[src/rtl/phone_pkg.sv]
// Shared types and status words for the phone exchange and its handsets.
// Status words are 8 ASCII characters, first character in the MSB, space padded.
package phone_pkg;

  typedef enum logic [2:0] {
    IDLE,
    DIAL,
    WAIT_RING,
    RINGING,
    CONNECTED,
    HANGUP,
    WAIT_IDLE
  } state_e;

  localparam logic [63:0] STATUS_IDLE     = "IDLE    ";
  localparam logic [63:0] STATUS_RINGING  = "RINGING ";
  localparam logic [63:0] STATUS_CALL     = "CALL    ";
  localparam logic [63:0] STATUS_REJECTED = "REJECTED";
  localparam logic [63:0] STATUS_BUSY     = "BUSY    ";

endpackage

[src/rtl/char_fifo.sv]
// Byte-wide synchronous FIFO with first-word fall-through read data.
// A push into a full FIFO is accepted only when a pop happens in the same cycle.
module char_fifo #(
  parameter int unsigned DEPTH = 8
) (
  input  logic       i_clk,
  input  logic       i_rst,
  input  logic       i_push,
  input  logic       i_pop,
  input  logic [7:0] i_din,
  output logic [7:0] o_dout,
  output logic       o_full,
  output logic       o_empty
);

  localparam int unsigned AW = (DEPTH > 1) ? $clog2(DEPTH) : 1;
  localparam logic [AW:0] FULL_CNT = (AW + 1)'(DEPTH);

  logic [7:0]    r_mem [DEPTH];
  logic [AW-1:0] r_wr_ptr;
  logic [AW-1:0] r_rd_ptr;
  logic [AW:0]   r_count;
  logic          w_do_push;
  logic          w_do_pop;

  assign o_full    = (r_count == FULL_CNT);
  assign o_empty   = (r_count == '0);
  assign o_dout    = r_mem[r_rd_ptr];
  assign w_do_pop  = i_pop && !o_empty;
  assign w_do_push = i_push && (!o_full || w_do_pop);

  always_ff @(posedge i_clk) begin
    if (w_do_push) r_mem[r_wr_ptr] <= i_din;
  end

  always_ff @(posedge i_clk or negedge i_rst) begin
    if (!i_rst) begin
      r_wr_ptr <= '0;
      r_rd_ptr <= '0;
      r_count  <= '0;
    end else begin
      if (w_do_push) r_wr_ptr <= r_wr_ptr + 1'b1;
      if (w_do_pop)  r_rd_ptr <= r_rd_ptr + 1'b1;
      case ({w_do_push, w_do_pop})
        2'b10:   r_count <= r_count + 1'b1;
        2'b01:   r_count <= r_count - 1'b1;
        default: r_count <= r_count;
      endcase
    end
  end

endmodule

[src/rtl/caller_handset.sv]
// Caller-side handset: places calls through the exchange, streams typed characters
// while connected, and hangs up on user request or ring timeout.
module caller_handset
  import phone_pkg::*;
#(
  parameter int unsigned DEPTH        = 8,
  parameter int unsigned RING_TIMEOUT = 15,
  parameter int unsigned IDLE_TIMEOUT = 7
) (
  input  logic        i_clk,
  input  logic        i_rst,
  input  logic        i_dial,
  input  logic        i_hangup,
  input  logic        i_key_valid,
  input  logic [7:0]  i_key_char,
  input  logic [63:0] i_statusMsg,
  output logic        o_startCall,
  output logic        o_endCallCaller,
  output logic        o_sendCharCaller,
  output logic [7:0]  o_charSent,
  output logic        o_connected,
  output logic        o_ringing,
  output logic        o_fifo_full,
  output logic        o_fifo_empty,
  output logic        o_overflow,
  output logic        o_timed_out,
  output logic [15:0] o_sent_count
);

  state_e      r_state;
  state_e      w_state_d;
  logic [7:0]  r_timer;
  logic        r_start;
  logic        r_end;
  logic        r_send;
  logic [7:0]  r_char;
  logic        r_connected;
  logic        r_ringing;
  logic        r_overflow;
  logic        r_timed_out;
  logic [15:0] r_sent_count;

  logic        w_pop;
  logic        w_ring_to;
  logic        w_dial_ok;
  logic        w_drop;
  logic        w_timed;
  logic        w_ring_exp;
  logic        w_idle_exp;
  logic        w_fifo_full;
  logic        w_fifo_empty;
  logic [7:0]  w_fifo_dout;

  char_fifo #(
    .DEPTH(DEPTH)
  ) u_fifo (
    .i_clk  (i_clk),
    .i_rst  (i_rst),
    .i_push (i_key_valid),
    .i_pop  (w_pop),
    .i_din  (i_key_char),
    .o_dout (w_fifo_dout),
    .o_full (w_fifo_full),
    .o_empty(w_fifo_empty)
  );

  assign w_ring_exp = (r_timer >= 8'(RING_TIMEOUT));
  assign w_idle_exp = (r_timer >= 8'(IDLE_TIMEOUT));
  assign w_dial_ok  = (r_state == IDLE) && i_dial;
  assign w_drop     = i_key_valid && w_fifo_full && !w_pop;
  assign w_timed    = (r_state == WAIT_RING) || (r_state == RINGING) || (r_state == WAIT_IDLE);

  // User hangup outranks any exchange status seen in the same cycle.
  always_comb begin
    w_state_d = r_state;
    w_pop     = 1'b0;
    w_ring_to = 1'b0;
    case (r_state)
      IDLE:      if (i_dial) w_state_d = DIAL;
      DIAL:      w_state_d = WAIT_RING;
      WAIT_RING: begin
        if (i_hangup) w_state_d = HANGUP;
        else if (i_statusMsg == STATUS_RINGING) w_state_d = RINGING;
        else if (i_statusMsg == STATUS_BUSY || i_statusMsg == STATUS_REJECTED) w_state_d = IDLE;
        else if (w_ring_exp) begin
          w_state_d = HANGUP;
          w_ring_to = 1'b1;
        end
      end
      RINGING: begin
        if (i_hangup) w_state_d = HANGUP;
        else if (i_statusMsg == STATUS_CALL) w_state_d = CONNECTED;
        else if (i_statusMsg == STATUS_REJECTED || i_statusMsg == STATUS_IDLE) w_state_d = IDLE;
        else if (w_ring_exp) begin
          w_state_d = HANGUP;
          w_ring_to = 1'b1;
        end
      end
      CONNECTED: begin
        // Characters only leave while the call stays up; anything pending survives a hangup.
        if (i_hangup) w_state_d = HANGUP;
        else if (i_statusMsg == STATUS_IDLE) w_state_d = IDLE;
        else w_pop = !w_fifo_empty;
      end
      HANGUP:    w_state_d = WAIT_IDLE;
      WAIT_IDLE: if (i_statusMsg == STATUS_IDLE || w_idle_exp) w_state_d = IDLE;
      default:   w_state_d = IDLE;
    endcase
  end

  always_ff @(posedge i_clk or negedge i_rst) begin
    if (!i_rst) begin
      r_state      <= IDLE;
      r_timer      <= '0;
      r_start      <= 1'b0;
      r_end        <= 1'b0;
      r_send       <= 1'b0;
      r_char       <= '0;
      r_connected  <= 1'b0;
      r_ringing    <= 1'b0;
      r_overflow   <= 1'b0;
      r_timed_out  <= 1'b0;
      r_sent_count <= '0;
    end else begin
      r_state     <= w_state_d;
      r_start     <= (w_state_d == DIAL);
      r_end       <= (w_state_d == HANGUP);
      r_send      <= w_pop;
      r_char      <= w_pop ? w_fifo_dout : 8'h00;
      r_connected <= (w_state_d == CONNECTED);
      r_ringing   <= (w_state_d == WAIT_RING) || (w_state_d == RINGING);

      if (w_state_d != r_state) r_timer <= '0;
      else if (w_timed && r_timer != 8'hFF) r_timer <= r_timer + 1'b1;

      if (w_drop) r_overflow <= 1'b1;
      else if (w_dial_ok) r_overflow <= 1'b0;

      if (w_ring_to) r_timed_out <= 1'b1;
      else if (w_dial_ok) r_timed_out <= 1'b0;

      if (w_dial_ok) r_sent_count <= '0;
      else if (w_pop && r_sent_count != 16'hFFFF) r_sent_count <= r_sent_count + 1'b1;
    end
  end

  assign o_startCall      = r_start;
  assign o_endCallCaller  = r_end;
  assign o_sendCharCaller = r_send;
  assign o_charSent       = r_char;
  assign o_connected      = r_connected;
  assign o_ringing        = r_ringing;
  assign o_fifo_full      = w_fifo_full;
  assign o_fifo_empty     = w_fifo_empty;
  assign o_overflow       = r_overflow;
  assign o_timed_out      = r_timed_out;
  assign o_sent_count     = r_sent_count;

endmodule

[config.mk]
export PLATFORM = sky130hd
export DESIGN_NAME = caller_handset
export DESIGN_NICKNAME = d
export VERILOG_FILES = /design/src/rtl/phone_pkg.sv /design/src/rtl/char_fifo.sv /design/src/rtl/caller_handset.sv
export SDC_FILE = /design/constraint.sdc
export NUM_CORES = 1
export LEC_CHECK = 0
export CAP_MARGIN = 20
export CORE_MARGIN = 2
export CORE_UTILIZATION = 56
export CTS_CLUSTER_DIAMETER = 120
export DETAILED_ROUTE_END_ITERATION = 7
export PLACE_DENSITY = 0.92
export SYNTH_ARGS = -nofsm -noshare
export SYNTH_HDL_FRONTEND = slang
export SYNTH_SLANG_ARGS = --single-unit
[constraint.sdc]
create_clock -name i_clk -period 4.2 [get_ports i_clk]
set_input_delay 0.84 -clock i_clk [delete_from_list [all_inputs] [get_ports i_clk]]
set_output_delay 0.84 -clock i_clk [all_outputs]
set_load 0.05 [all_outputs]
==> results of run 1 <==
## critical path, delay by kind of cell
kind,cells,cell delay (ps)
xor gates and xnor gates,3,410
AOI/OAI and AO/OA,2,300
buffers and inverters,2,690
adders and majority gates,2,490
and+or+nand+nor,6,1210
## state kept, by name, summed over array words and instances, names as in the netlist
register	flops
o_sent_count	16
o_timed_out	1
o_charSent	8
r_state	3
o_connected	1
o_endCallCaller	1
o_overflow	1
u_fifo.r_mem	64
o_ringing	1
o_sendCharCaller	1
u_fifo.r_rd_ptr	3
u_fifo.r_wr_ptr	3
u_fifo.r_count	4
o_startCall	1
r_timer	8
## metrics by stage
stage	util, %	cells	hold slack, ps	cell area, um^2	setup WS (ps)
6_report	77.0	715	376	7460	660
3_5_place_dp	70.9	682	479	6870	174
5_1_grt	77.0	715	421	7460	418
2_1_floorplan	-	436	456	5560	169
4_1_cts	76.7	714	376	7430	714
3_3_place_gp	70.9	682	475	6870	281
## final cells by class
class	count	area, um^2
fill	564	2230
multi-input combinational	302	2250
timing repair buffer	126	1230
sequential	116	3220
clock inverter	15	145
tap	133	166
clock buffer	17	414
inverter	6	22.5
## cell usage in the layout, fill, tap and decap left out, drive strengths merged, types with 5 or more instances in the layout
cell | Yosys | routed
nand2 | 41 | 41
ha | 7 | 7
clkbuf | 5 | 17
mux2i | 11 | 11
dfrtp | 52 | 52
xnor2 | 6 | 6
xor2 | 22 | 22
inv | 6 | 13
nor3 | 13 | 13
nand2b | 6 | 6
o21ai | 5 | 5
clkdlybuf4s50 | 0 | 108
nor4b | 8 | 8
edfxtp | 64 | 64
nor2b | 7 | 7
nand4 | 16 | 16
and3 | 6 | 6
nor2 | 48 | 48
nand3 | 17 | 17
or3 | 5 | 5
nor4 | 11 | 11
a21oi | 7 | 7
nor3b | 6 | 6
mux4 | 16 | 16
buf | 7 | 18
## report_power, final
group          switching (W)  internal (W)
combinational       0.000800      0.000647
clock               0.000548      0.000798
sequential          0.000227       0.00143
total                0.00158       0.00287
## cells by family after synthesis
group           synth area share, %
flops                          58.0
simple gates                   21.2
buf+inv                        1.53
xor+xnor                       4.41
mux                            8.66
fa+ha+maj                      1.58
compound gates                 4.68
## worst paths after layout
check / to / startpoint
setup reg to reg: u_fifo.r_count[2]$_DFFE_PN0P_ / r_state[1]$_DFF_PN0_
max in group asynchronous: r_timer[6]$_DFFE_PN0P_ / i_rst
hold reg to reg: u_fifo.r_count[3]$_DFFE_PN0P_ / u_fifo.r_count[3]$_DFFE_PN0P_
hold / removal: o_charSent[2]$_DFF_PN0_ / i_rst
min in group i_clk: u_fifo.r_count[3]$_DFFE_PN0P_ / u_fifo.r_count[3]$_DFFE_PN0P_
setup / recovery: u_fifo.r_count[2]$_DFFE_PN0P_ / i_statusMsg[43]
## metal layers
layer  vias to the layer above  global-route usage, %  part of all wire [%]
met1                      2059                   29.7                    39
li1                       1933                      -                     -
met4                         0                   11.8                   2.1
met3                        32                   7.61                   6.4
met2                       183                   47.9                    53
met5                         -                      0                     0
==> impl_results.md, run 1 <==
* Max_slew headroom at 47.2%
* Worst R2R Path Depth at 14
* Setup CP Type: in -> reg
* Yosys warns at 0
* Residual DRC count at 0
* Reg2Reg Setup Slack at 1080 ps
* Final WL at 13.6 mm
* Critical path's most frequent cell: xor2_1
* Status: finished clean
* Setup TNS at 0 ps
* Static Leakage at 2.82 nW
* Die height at 104 um
* Synth area leaders: edfxtp_1 35%, dfrtp_1 23%, mux4_2 6.5%
* Core Box Area at 9680 um^2
* CP Launch Type: input port
* Vias in the first global route at 4370
* Max Clk Rate at 0.283 GHz
* DR iter-0 viols at 251
* Period utilisation layout at 84.3%
* Hold buffers post-CTS at 0
* Pins Over Slew Limit at 0
* Total track usage at 26.7%
* Slew @ Worst Pin at 792 ps
* Ys flop type: edfxtp_1
* Power density over cell area at 596 nW/um^2
* Peak VDD IR at 432 uV
* Reg clk slew, reported paths at 60 ps
* Die area at 10700 um^2
* Yosys top cell by area: edfxtp_1
* Max-Cap Viols at 0
* Critical path's largest stage delay at 510 ps
* Crit-path cells: clkdlybuf4s50_1, nor4b_1, nand2_1, nor4_1, nand3_1, nand2_1, a21boi_1, inv_1, ha_1, xor2_1, ha_1, a21oi_1, xor2_1, nor2_1, xor2_1
* DR WL/cell at 19.1 um
* Setup bufs post-CTS at 0
* Root buf cell: clkbuf_8
* Max Clock Skew at 5.26 ps
* Die X at 104 um
* CP Capture Type: flip-flop
* Layout cells sized above 1 at 15.1%
* Pre-antenna DRT Iters at 4
* Post-DRT Antenna Nets at 0
* Syn avg cell area at 12.8 um^2
* Standard-cell row count at 36
* Clock sinks at 116
* HP Class: in -> async
* Largest net degree at the start of global routing at 32
* Ys async rst share at 44.8%
* Final setup fails at 0
* Commonest cells in the synthesized netlist: 64 x edfxtp_1, 52 x dfrtp_1, 48 x nor2_1
* H-tree Lvls at 4
* Cell with the most instances after synthesis: edfxtp_1
* Syn_nets at 520
* Post-cts resize count at 0
* CTS tree: yes
* Final hold vios at 0
* Layout Area Growth over Synthesis at 34.1%
* Total CTS buffers at 17
* Pwr Total at 0.00445 W
* Cells after Synth at 436
* Post-DP HPWL at 9.31 mm
* Fin crit period at 3540 ps
* Cell Area, Synth at 5560 um^2
* Clock tree buffer depth at 2
* Synth top area share at 34.6%
* Number of synthesized flops with an enable pin at 64
* Overflow after GRT at 0
* IO Port Bufs at 109
* Post-synthesis sequential area ratio at 58.0%
* Via Count at 4207
* GP Congestion at 0.918
* Initial antenna violation count at 0
* RSZ-0062 raised after global routing: no
* Initial core utilization at 57.4%
* Distinct cells, synth at 63
* Number of diodes at 0
* Critical Path Fanout Max at 5
* CP required at 4600 ps
* Data arrival time of the worst path at 3940 ps
* Clk Latency, worst-skew pair at 520 ps
* Crit path max-delay cell type: clkdlybuf4s50_1
* First-pass GRT wire length at 22.2 mm
* Avg Vias per Cell at 5.88
* Number of I/O pins at 110
* Synth Register Bits at 116
* Net count, final at 653
Power figures use the tool's default switching activity.
==> inputs of run 2 (changes only) <==
- CORE_UTILIZATION: 56 -> 52
- PLACE_DENSITY: 0.92 -> 0.86
- clock period: 4.2 -> 3.55 ns (I/O delays scaled with it)
==> run 2 against run 1 <==
  * Clock skew rose by 3.0 ps
  * Global-route usage is 2.1 points lower
  * Sequential share of layout area decreased by 0.94 points
  * Hold slack lost 46 ps
  * Sequential power grew 17%
  * Register-to-register slack worse by 580 ps
  * Flip-flop and latch count unchanged
  * Combinational power up 20%
  * Largest cell class unchanged
==> impl_results.md, run 2 (synthesis gave the netlist of run 1 again) <==
* Final WL at 13.6 mm
* CTS tree: yes
* H-tree Lvls at 4
* Number of diodes at 0
* DR WL/cell at 18.2 um
* Critical Path Fanout Max at 5
* Reg clk slew, reported paths at 50 ps
* Pins Over Slew Limit at 0
* Clock sinks at 116
* Power density over cell area at 673 nW/um^2
* Fin crit period at 3300 ps
* Most common cell after layout, fill and taps aside: clkdlybuf4s50_1
* Max Clock Skew at 8.29 ps
* Period utilisation layout at 92.9%
* Standard-cell row count at 37
* Net count, final at 680
* Die height at 107 um
* Max-Cap Viols at 0
* Reg2Reg Setup Slack at 500 ps
* Residual DRC count at 0
* CP Launch Type: input port
* Overflow after GRT at 0
* First-pass GRT wire length at 21.6 mm
* Worst R2R Path Depth at 13
* Vias in the first global route at 4408
* # fillers at 672
* CP endpoint: u_fifo.r_count[2]$_DFFE_PN0P_
* Clock tree buffer depth at 2
* Setup CP Type: in -> reg
* Layout Area Growth over Synthesis at 37.1%
* RSZ-0062 raised after global routing: no
* Post-DRT Antenna Nets at 0
* GP Congestion at 0.864
* IO Port Bufs at 109
* Post-cts resize count at 0
* Pre-antenna DRT Iters at 5
* Static Leakage at 2.94 nW
* Number of flip-flops under the largest register name at 64
* Fin util at 73.5%
* Sequential standard cell area at 3220 um^2
* Setup slack after layout at 251 ps
* Startpoint of the worst setup timing path: i_statusMsg[42]
* Number of I/O pins at 110
* Largest register by flop count: u_fifo.r_mem
* Pwr Total at 0.00513 W
* Fin cells at 745
* Dpl ws at -222 ps
* Avg Vias per Cell at 5.75
* Reg2reg end: u_fifo.r_count[3]$_DFFE_PN0P_
* Max Clk Rate at 0.303 GHz
* Placed cells at 713
* Final hold vios at 0
* Post-DP HPWL at 9.45 mm
* Largest net degree at the start of global routing at 41
* Max_slew headroom at 40.5%
* Data arrival time of the worst path at 3680 ps
* Via Count at 4283
* Most frequent cells in the layout: 108 x clkdlybuf4s50_1, 64 x edfxtp_1, 52 x dfrtp_1
* Total CTS buffers at 17
* Root buf cell: clkbuf_8
* Clk Latency, worst-skew pair at 510 ps
* R2R Path Start: r_state[1]$_DFF_PN0_
* Layout cells sized above 1 at 18.7%
* Core Box Area at 10400 um^2
* Setup bufs post-CTS at 0
* Initial core utilization at 53.6%
* Peak VDD IR at 514 uV
* DR iter-0 viols at 294
* Initial antenna violation count at 0
* HP Class: in -> async
* CP Capture Type: flip-flop
* Die X at 107 um
* Status: finished clean
* CP required at 3930 ps
* Hold buffers post-CTS at 0
* Total track usage at 24.7%
* Setup TNS at 0 ps
* Die area at 11500 um^2
* Multi-input logic area at 2270 um^2
* Slew @ Worst Pin at 893 ps
* Final setup fails at 0
-- run 2: per-stage QoR --
stage	hold slack [ps]	area, um^2
3_5_place_dp	487	7100
4_1_cts	344	7620
6_report	331	7620
2_1_floorplan	414	5570
3_3_place_gp	483	7100
5_1_grt	390	7620
-- run 2: worst min path at each step --
stage          slack [ps]                    from                             end
2_1_floorplan         410                   i_rst         o_charSent[0]$_DFF_PN0_
5_1_grt               390                   i_rst  u_fifo.r_wr_ptr[1]$_DFFE_PN0P_
3_5_place_dp          490  o_overflow$_DFFE_PN0P_          o_overflow$_DFFE_PN0P_
6_report              330                   i_rst          o_overflow$_DFFE_PN0P_
4_1_cts               340                   i_rst  u_fifo.r_wr_ptr[2]$_DFFE_PN0P_
3_3_place_gp          480  o_overflow$_DFFE_PN0P_          o_overflow$_DFFE_PN0P_
-- run 2: routing by layer --
layer	global-route usage, %	wire length (um)
met5	0	0
met4	9.16	285
met3	6.66	969
met2	44.6	7050
met1	27.8	5280
-- run 2: where the power goes --
group	internal (W)	total (W)	switching [W]
sequential	0.00169	0.00193	0.000246
combinational	0.000774	0.00174	0.000965
clock	0.000858	0.00146	0.000603
-- run 2: critical path: stages --
cell and delay, ps:
clkdlybuf4s50_1 480, nor3b_1 340, nand2_1 90, nor4_1 310
buf_4 170, nand3_1 130, nand2_1 220, inv_1 130
ha_1 250, xor2_1 150, ha_1 180, a21oi_1 140
xor2_1 170, nor2_1 60, xor2_1 140
-- run 2: final cells by class --
class | count | share of cell area [%]
Clock buffer | 17 | 5.43
Clock inverter | 15 | 1.40
Inverter | 6 | 0.295
Multi-Input combinational cell | 302 | 29.8
Sequential cell | 116 | 42.3
Tap cell | 136 | 2.23
Timing Repair Buffer | 153 | 18.6
==> inputs of run 3 (changes only) <==
- SKIP_CTS_REPAIR_TIMING: unset -> 1
==> results of run 3 <==
Same layout as run 2: the final DEF is identical, and so are final timing and power.
